===== src/rtl/binary_mul_pkg.sv =====
// Shared types for the sequential shift-add multiplier.
// Holds the FSM state encoding and the counter-width helper.
package binary_mul_pkg;

    typedef enum logic [1:0] {
        IDLE,
        CALC,
        DONE
    } state_t;

    // Counter must be able to hold the value WIDTH itself.
    function automatic int cnt_w(input int w);
        return $clog2(w + 1);
    endfunction

endpackage


===== src/rtl/binary_mul_abs.sv =====
// Operand conditioning: magnitude and sign of one operand.
// The most negative value maps to the unsigned 2^(WIDTH-1).
module binary_mul_abs #(
    parameter int WIDTH = 8
) (
    input  logic [WIDTH-1:0] value,
    input  logic             sgn,
    output logic [WIDTH-1:0] magnitude,
    output logic             neg
);

    assign neg       = sgn & value[WIDTH-1];
    assign magnitude = neg ? ((~value) + WIDTH'(1)) : value;

endmodule


===== src/rtl/binary_mul_seq.sv =====
// Sequential shift-add multiplier, signed or unsigned per operation.
// One step per enabled cycle, valid/ready on both sides.
module binary_mul_seq #(
    parameter int WIDTH = 8
) (
    input  logic               clk,
    input  logic               rst,
    input  logic               en,
    input  logic               in_valid,
    output logic               in_ready,
    input  logic [WIDTH-1:0]   A,
    input  logic [WIDTH-1:0]   B,
    input  logic               sgn,
    output logic               out_valid,
    input  logic               out_ready,
    output logic [2*WIDTH-1:0] P
);
    import binary_mul_pkg::*;

    localparam int CW = cnt_w(WIDTH);
    localparam int PW = 2 * WIDTH;

    state_t           state;
    state_t           state_n;
    logic [CW-1:0]    cnt;
    logic [PW-1:0]    acc;
    logic [PW-1:0]    mcand;
    logic [WIDTH-1:0] mplier;
    logic             sgn_q;
    logic             neg_q;
    logic [WIDTH-1:0] mag_a;
    logic [WIDTH-1:0] mag_b;
    logic             neg_a;
    logic             neg_b;
    logic             last;

    binary_mul_abs #(.WIDTH(WIDTH)) u_abs_a (
        .value    (A),
        .sgn      (sgn),
        .magnitude(mag_a),
        .neg      (neg_a)
    );

    binary_mul_abs #(.WIDTH(WIDTH)) u_abs_b (
        .value    (B),
        .sgn      (sgn),
        .magnitude(mag_b),
        .neg      (neg_b)
    );

    assign in_ready  = (state == IDLE) & en;
    assign out_valid = (state == DONE);
    assign last      = (cnt == CW'(WIDTH));

    // State register; reset wins over enable.
    always_ff @(posedge clk) begin
        if (rst)     state <= IDLE;
        else if (en) state <= state_n;
    end

    // Next-state logic for accept, step count and consume.
    always_comb begin
        state_n = state;
        unique case (state)
            IDLE:    if (in_valid) state_n = CALC;
            CALC:    if (last)     state_n = DONE;
            DONE:    if (out_ready) state_n = IDLE;
            default: state_n = IDLE;
        endcase
    end

    // Datapath: capture, shift-add steps, then signed result load.
    always_ff @(posedge clk) begin
        if (rst) begin
            cnt    <= '0;
            acc    <= '0;
            mcand  <= '0;
            mplier <= '0;
            sgn_q  <= 1'b0;
            neg_q  <= 1'b0;
            P      <= '0;
        end else if (en) begin
            case (state)
                IDLE: begin
                    if (in_valid) begin
                        sgn_q  <= sgn;
                        neg_q  <= neg_a ^ neg_b;
                        mcand  <= {{WIDTH{1'b0}}, mag_a};
                        mplier <= mag_b;
                        acc    <= '0;
                        cnt    <= '0;
                    end
                end
                CALC: begin
                    if (last) begin
                        // -0 is 0 in two's complement, so no special case.
                        P <= (sgn_q & neg_q) ? ((~acc) + PW'(1)) : acc;
                    end else begin
                        if (mplier[0]) acc <= acc + mcand;
                        mcand  <= mcand << 1;
                        mplier <= mplier >> 1;
                        cnt    <= cnt + CW'(1);
                    end
                end
                default: ;
            endcase
        end
    end

endmodule


===== config.mk =====
export PLATFORM = sky130hd
export DESIGN_NAME = binary_mul_seq
export DESIGN_NICKNAME = d
export VERILOG_FILES = /design/src/rtl/binary_mul_pkg.sv /design/src/rtl/binary_mul_abs.sv /design/src/rtl/binary_mul_seq.sv
export SDC_FILE = /design/constraint.sdc
export NUM_CORES = 1
export LEC_CHECK = 0
export ABC_AREA = 1
export CORE_AREA = 2 2 94 96
export CTS_CLUSTER_DIAMETER = 80
export CTS_CLUSTER_SIZE = 25
export DETAILED_ROUTE_END_ITERATION = 10
export DIE_AREA = 0 0 96 98
export HOLD_SLACK_MARGIN = 0.15
export PLACE_DENSITY = 0.66
export SETUP_SLACK_MARGIN = 0.4
export SYNTH_ARGS = -nofsm -noshare
export SYNTH_HDL_FRONTEND = slang
export SYNTH_SLANG_ARGS = --single-unit
export TNS_END_PERCENT = 30

===== constraint.sdc =====
create_clock -name clk -period 1.8 [get_ports clk]
set_input_delay 0.36 -clock clk [delete_from_list [all_inputs] [get_ports clk]]
set_output_delay 0.36 -clock clk [all_outputs]
set_load 0.005 [all_outputs]

==> Word-level counts from Yosys, hierarchy flattened <==
Index checks and enable logic that the tools add are counted.
{ "word_totals": {"ff_bits": 64} }
{ "op_classes": {"n_addsub": 5, "eq_ne": 8, "muxes": 20, "bitwise": 8, "n_reduce_logical": 7} }
{ "op_table": {"columns": ["cell", "count"], "rows": [
  ["$mux 16", 6],
  ["$pmux 16 s2", 2],
  ["$mux 8", 4],
  ["$add 16x1->16 const B", 1],
  ["$add 16x16->16", 1],
  ["$add 8x1->8 const B", 2],
  ["$not 16->16", 1],
  ["$not 8->8", 2],
  ["$pmux 8 s2", 1],
  ["$mux 4", 2],
  ["$ne 2x2->1 const B", 4],
  ["$pmux 4 s2", 1],
  ["$reduce_and 4->1", 2],
  ["$mux 2", 3],
  ["$pmux 2 s3", 1],
  ["$reduce_and 3->1", 2],
  ["$reduce_and 5->1", 1],
  ["$add 4x1->4 const B", 1],
  ["$and 1x1->1", 4],
  ["$eq 4x4->1 const B", 1],
  ["$eq 2x1->1 const B", 1],
  ["$eq 2x2->1 const B", 1],
  ["$logic_not 2->1", 1],
  ["$ne 2x1->1 const B", 1],
  ["other kinds (2)", 2]
]} }

==> Longest topological paths before layout <==
{ "logic_depth": {"word_depth": 5, "ltp_mapped": 11} }

==> Cells and area by module <==
A second synthesis with hierarchy kept.
{ "unflattened": {"cells_unflattened": 658, "hier_area_um2": 4142.7} }
{ "by_module_without_submodules": {"columns": ["mod", "n_inst", "cells_each", "area_per_inst_um2", "seq_area_each_um2"], "rows": [
  ["binary_mul_seq", 1, 580, 3759.9, 1281.2],
  ["binary_mul_abs", 2, 39, 191.4, 0.0]
]} }

==> Worst setup path before layout <==
OpenSTA, ideal clock, no wires.
{ "synth_timing": {"path_type": "reg2reg", "start": "register acc[2]", "end": "register acc[3]", "setup_ns": 0.132, "t_arrival_ns": 1.478, "t_required_ns": 1.668, "setup_slack_ns": 0.190, "stages_incl_launch_ff": 7, "path_buffers": 0, "cell_sequence": "dfxtp_1 -> ha_1 -> or2_2 -> and2_1 -> or2_2 -> nand3_1 -> a21oi_1"} }
{ "synth_via": {"elab_chain_cells": 4} }
{ "synth_rtl": {"columns": ["element", "line_no", "source"], "rows": [
  ["from (decl)", "binary_mul_seq.sv:26", "logic [PW-1:0] acc;"],
  ["from (signal assigned)", "binary_mul_seq.sv:99", "if (mplier[0]) acc <= acc + mcand;"],
  ["$add 16x16->16", "binary_mul_seq.sv:99", null],
  ["$mux 16", "binary_mul_seq.sv:99", null],
  ["$mux 16", "binary_mul_seq.sv:95", "if (last) begin"],
  ["$pmux 16 s2", "binary_mul_seq.sv:83", "case (state)"]
]} }
Every way passes these cells. The select of a mux whose other input is x is not followed.
A chain may end at the register's enable or synchronous reset.

==> Final worst setup path <==
{ "layout_timing": {"start": "register state[0]", "end": "register P[2]"} }
{ "layout_via": {"elab_chain_cells": 2} }
{ "layout_rtl": {"columns": ["element", "line_no", "source"], "rows": [
  ["from (decl)", "binary_mul_seq.sv:23", "state_t state;"],
  ["from (signal assigned)", "binary_mul_seq.sv:58", "else if (en) state <= state_n;"],
  ["$eq 2x1->1", "binary_mul_seq.sv:83", null],
  ["$reduce_and 3->1 (no source line)", null, null],
  ["to (signal assigned)", "binary_mul_seq.sv:97", "P <= (sgn_q & neg_q) ? ((~acc) + PW'(1)) : acc;"],
  ["to (decl)", "binary_mul_seq.sv:16", "output logic [2*WIDTH-1:0] P"]
]} }
Every way passes these cells.

==> results.ini <==
[run_status]
run_status=finished, final reports clean

[job]
max_cap_violations=0

[global_routing]
global_routing_met3_resource_utilization=0.0478
met1_usage=0.320
via_count_of_the_first_global_routing_pass=4511
grt_overflow_total=0
wire_length_of_the_first_global_routing_pass_um=20300
use_met2=0.490
globalRoute.busiestLayer=met2
grt_max_degree=44
gr-usage-all-layers=0.272
grt_antenna_before_repair=0

[detailed_routing]
route.vias.total=4592
drt-pass1-iter-count=5
wirelength_um=13100
wl_per_instance_um=15.0
detail_route.vias_per_cell=5.27
drt.antenna.violating_nets=0
dr.first_iter.drc_count=328
drt_drc_violations_left=0

[cells_and_area]
seq_area_mm2=0.00135
final-instance-count-excl-fill=871
antennaDiodeCount=0
final_nets=801
drive_gt1_frac=0.320
fillCellCount=608
flow.area_growth_from_synthesis_pct=52.2
multi_input_comb_area_mm2=0.00297

[placed_design]
dp_slack_ns=-0.118
gp_congestion=0.848
hpwl_after_detailed_placement_um=8010
dpl.cell_count=803
port_buffers=39

[setup_path]
timing.critical_path.to_type=register
setup.worst_path.class=reg -> reg
r2r_slack_ns=0.11
cp_top_family=buffers and inverters
crit_path_start=state[0]$_SDFFE_PP0P_
crit_arrival_ns=1.97
rr_endpoint=P[2]$_SDFFE_PP0P_
r2r_cells=10
cp_common_cell=sky130_fd_sc_hd__buf_6
cp_cell_sequence=inv_4 > buf_6 > nor2_4 > buf_6 > inv_4 > nor3_4 > buf_6 > clkbuf_16 > o21ai_0 > a21oi_1
critical_path_required_ns=2.08
timing.critical_path.from_type=register
endpoint=P[2]$_SDFFE_PP0P_
critical_path.n_buffers_inverters=6
reg2reg_from=state[0]$_SDFFE_PP0P_
timing.critical_path.depth=10
critical-path-max-stage-delay_ns=0.36
critical_path.slowest_cell=sky130_fd_sc_hd__dfxtp_4
critical_path_peak_fanout=8

[clock_tree]
worst_setup_hold_path_clk_slew_ns=0.08
clock_tree_from_tritoncts=yes
clock_insertion_delay_worst_skew_ns=0.36
cts_max_level=3
cts_buffer_depth=2
cts_root_buf=sky130_fd_sc_hd__clkbuf_8
clkSinkCount=64
numCtsBuffers=9

[floorplan]
dieWidth_um=96
floorplan.rows=34
core_region_area_mm2=0.00847
initial_core_util=0.482
die_area_mm2=0.00941
die_y_um=98
io_pins=40

[timing]
crit_path_setup_slack_layout_ns=0.107
finalWorstPathRequiredPeriod_ns=1.69
slew_headroom=0.757
report.final.slew_viol_count=0
totalNegativeSetupSlack_ns=0
timing.final.setup_violations=0
rsz0062_at_grt=yes
worst_slew_pin_tran_ns=0.364
achievable-frequency_mhz=591
final.setup_skew_ns=0.00852
timing.final.hold_violations=0
layout_worst_path_cycle_share=0.940

[synthesis]
synth.lib_cells_used.distinct=34
flops_latches_synth=64
postSynthCellCount=647
ys.warnings.count=0
netlist_area_mm2=0.00408
syn-num-nets=690
synth_sequential_area_ratio=0.314
avgSynthCellArea_um2=6.31

[power_and_ir_drop]
fin_total_pwr_mw=3.56
ir_worst_vdd_mv=0.393
p_leak_nw=2.78
power_density_mw_per_mm2=572

[worst_hold_path]
hp-class=reg -> reg

worst reg2reg max path, stage by stage, from the launching register on:
cell                        delay [ns]
sky130_fd_sc_hd__dfxtp_4          0.36
sky130_fd_sc_hd__inv_4            0.04
sky130_fd_sc_hd__buf_6            0.12
sky130_fd_sc_hd__nor2_4           0.12
sky130_fd_sc_hd__buf_6            0.13
sky130_fd_sc_hd__inv_4            0.03
sky130_fd_sc_hd__nor3_4           0.25
sky130_fd_sc_hd__buf_6            0.14
sky130_fd_sc_hd__clkbuf_16        0.14
sky130_fd_sc_hd__o21ai_0          0.11
sky130_fd_sc_hd__a21oi_1          0.18
layout by cell type, fill, tap and decap left out, types with 4 or more instances in the layout:
cell type	instances
sky130_fd_sc_hd__nor3_2	4
sky130_fd_sc_hd__nand3_4	4
sky130_fd_sc_hd__dfxtp_1	34
sky130_fd_sc_hd__nand2_1	157
sky130_fd_sc_hd__o211ai_1	5
sky130_fd_sc_hd__o21ai_1	8
sky130_fd_sc_hd__ha_4	15
sky130_fd_sc_hd__inv_1	66
sky130_fd_sc_hd__xor2_1	11
sky130_fd_sc_hd__dfxtp_4	12
sky130_fd_sc_hd__a31oi_1	4
sky130_fd_sc_hd__a21oi_2	6
sky130_fd_sc_hd__nor2_1	55
sky130_fd_sc_hd__nand2_4	8
sky130_fd_sc_hd__nand2_2	24
sky130_fd_sc_hd__nand3_1	33
sky130_fd_sc_hd__dfxtp_2	18
sky130_fd_sc_hd__clkbuf_8	11
sky130_fd_sc_hd__buf_12	5
sky130_fd_sc_hd__nand3_2	10
sky130_fd_sc_hd__nor2_4	6
sky130_fd_sc_hd__nor2_2	4
sky130_fd_sc_hd__buf_4	55
sky130_fd_sc_hd__buf_16	4
sky130_fd_sc_hd__ha_1	4
sky130_fd_sc_hd__clkdlybuf4s50_1	35
sky130_fd_sc_hd__o21ai_2	7
sky130_fd_sc_hd__inv_4	5
sky130_fd_sc_hd__a21oi_1	60
sky130_fd_sc_hd__buf_6	13
sky130_fd_sc_hd__o21ai_0	28
sky130_fd_sc_hd__inv_2	10
worst min-delay path by stage:
stage,from,endpoint,slack [ns],cells past startpoint
5_1_grt,mplier[6]$_SDFFE_PP0P_,mplier[6]$_SDFFE_PP0P_,0.50,2
4_1_cts,mplier[1]$_SDFFE_PP0P_,mplier[1]$_SDFFE_PP0P_,0.47,2
2_1_floorplan,mplier[4]$_SDFFE_PP0P_,mplier[4]$_SDFFE_PP0P_,0.44,2
3_5_place_dp,mplier[1]$_SDFFE_PP0P_,mplier[1]$_SDFFE_PP0P_,0.46,2
3_3_place_gp,mplier[1]$_SDFFE_PP0P_,mplier[1]$_SDFFE_PP0P_,0.45,2
6_report,mplier[1]$_SDFFE_PP0P_,mplier[1]$_SDFFE_PP0P_,0.47,2
flip-flops by register name, indices dropped and copies added, names as in the netlist:
name	flops
acc	16
cnt	4
sgn_q	1
state	2
neg_q	1
mcand	16
mplier	8
P	16
timing repair:
action / 4_1_cts / 5_1_grt
cloned: 5 / 2
hold buffers: 0 / 0
pin swaps: 19 / 32
setup buffers: 25 / 20
setup endpoints to repair: 78 / 81
resized for setup: 114 / 77
cells in the mapped netlist:
cell type,count,area (µm²)
sky130_fd_sc_hd__ha_1,20,250
sky130_fd_sc_hd__inv_1,75,282
sky130_fd_sc_hd__fa_1,1,20.0
sky130_fd_sc_hd__nand3_2,1,10.0
sky130_fd_sc_hd__a21o_1,1,7.51
sky130_fd_sc_hd__dfxtp_1,64,1280
sky130_fd_sc_hd__a31oi_1,4,25.0
sky130_fd_sc_hd__or2_2,4,25.0
sky130_fd_sc_hd__a21oi_1,68,340
sky130_fd_sc_hd__nor3_4,1,16.3
sky130_fd_sc_hd__nor2_1,62,233
sky130_fd_sc_hd__nor3_1,6,30.0
sky130_fd_sc_hd__xor2_1,11,96.3
sky130_fd_sc_hd__nor2_4,2,22.5
sky130_fd_sc_hd__nand4_1,3,18.8
sky130_fd_sc_hd__nand3b_1,3,22.5
sky130_fd_sc_hd__buf_1,1,3.75
sky130_fd_sc_hd__clkbuf_1,8,30.0
sky130_fd_sc_hd__buf_2,7,35.0
sky130_fd_sc_hd__buf_4,2,15.0
sky130_fd_sc_hd__o31ai_1,1,7.51
sky130_fd_sc_hd__nand2_1,188,706
sky130_fd_sc_hd__o22ai_1,2,12.5
sky130_fd_sc_hd__o21ai_1,10,50.1
sky130_fd_sc_hd__buf_6,1,11.3
sky130_fd_sc_hd__nor2_2,1,6.26
sky130_fd_sc_hd__xnor2_1,4,35.0
sky130_fd_sc_hd__inv_2,7,26.3
sky130_fd_sc_hd__nand3_1,46,230
sky130_fd_sc_hd__o221ai_1,1,8.76
sky130_fd_sc_hd__and2_1,1,6.26
sky130_fd_sc_hd__nand2_2,2,12.5
sky130_fd_sc_hd__o21ai_0,34,170
sky130_fd_sc_hd__o211ai_1,5,37.5
where the power goes:
group          internal (mW)  leakage (nW)  switching (mW)
registers               1.44         0.536          0.0328
logic                  0.300          2.12           0.328
clock network          0.853         0.119           0.605
cell type report:
| class | count | area share |
|---|---|---|
| repair buffers | 118 | 0.193 |
| clock inverters | 5 | 0.0127 |
| inverters | 82 | 0.0523 |
| multi-input cells | 482 | 0.478 |
| flip-flops and latches | 64 | 0.217 |
| repair inverters | 1 | 0.00121 |
| clock buffers | 11 | 0.0244 |
| well taps | 108 | 0.0217 |
per-stage QoR:
stage          utilization  cell area (µm²)  hold WS, ns
2_1_floorplan            -             4170        0.444
3_3_place_gp         0.571             4830        0.454
3_5_place_dp         0.571             4830        0.459
4_1_cts              0.685             5800        0.469
5_1_grt              0.734             6220        0.500
6_report             0.734             6220        0.466
layer usage:
layer / vias to the layer above / part of all wire / wire length, µm
li1: 2318 / - / -
met1: 2119 / 0.40 / 5270
met2: 125 / 0.53 / 6880
met3: 30 / 0.046 / 599
met4: 0 / 0.026 / 337
met5: - / 0 / 0
logic make-up after synthesis:
| kind of cell | count (synthesis) | share of synthesized area |
|---|---|---|
| simple gates | 320 | 0.328 |
| compound gates | 126 | 0.161 |
| buf+inv | 101 | 0.0987 |
| flops | 64 | 0.314 |
| fa+ha+maj | 21 | 0.0662 |
| xor+xnor | 15 | 0.0322 |
Note: power is estimated with default switching activity, not from simulation.
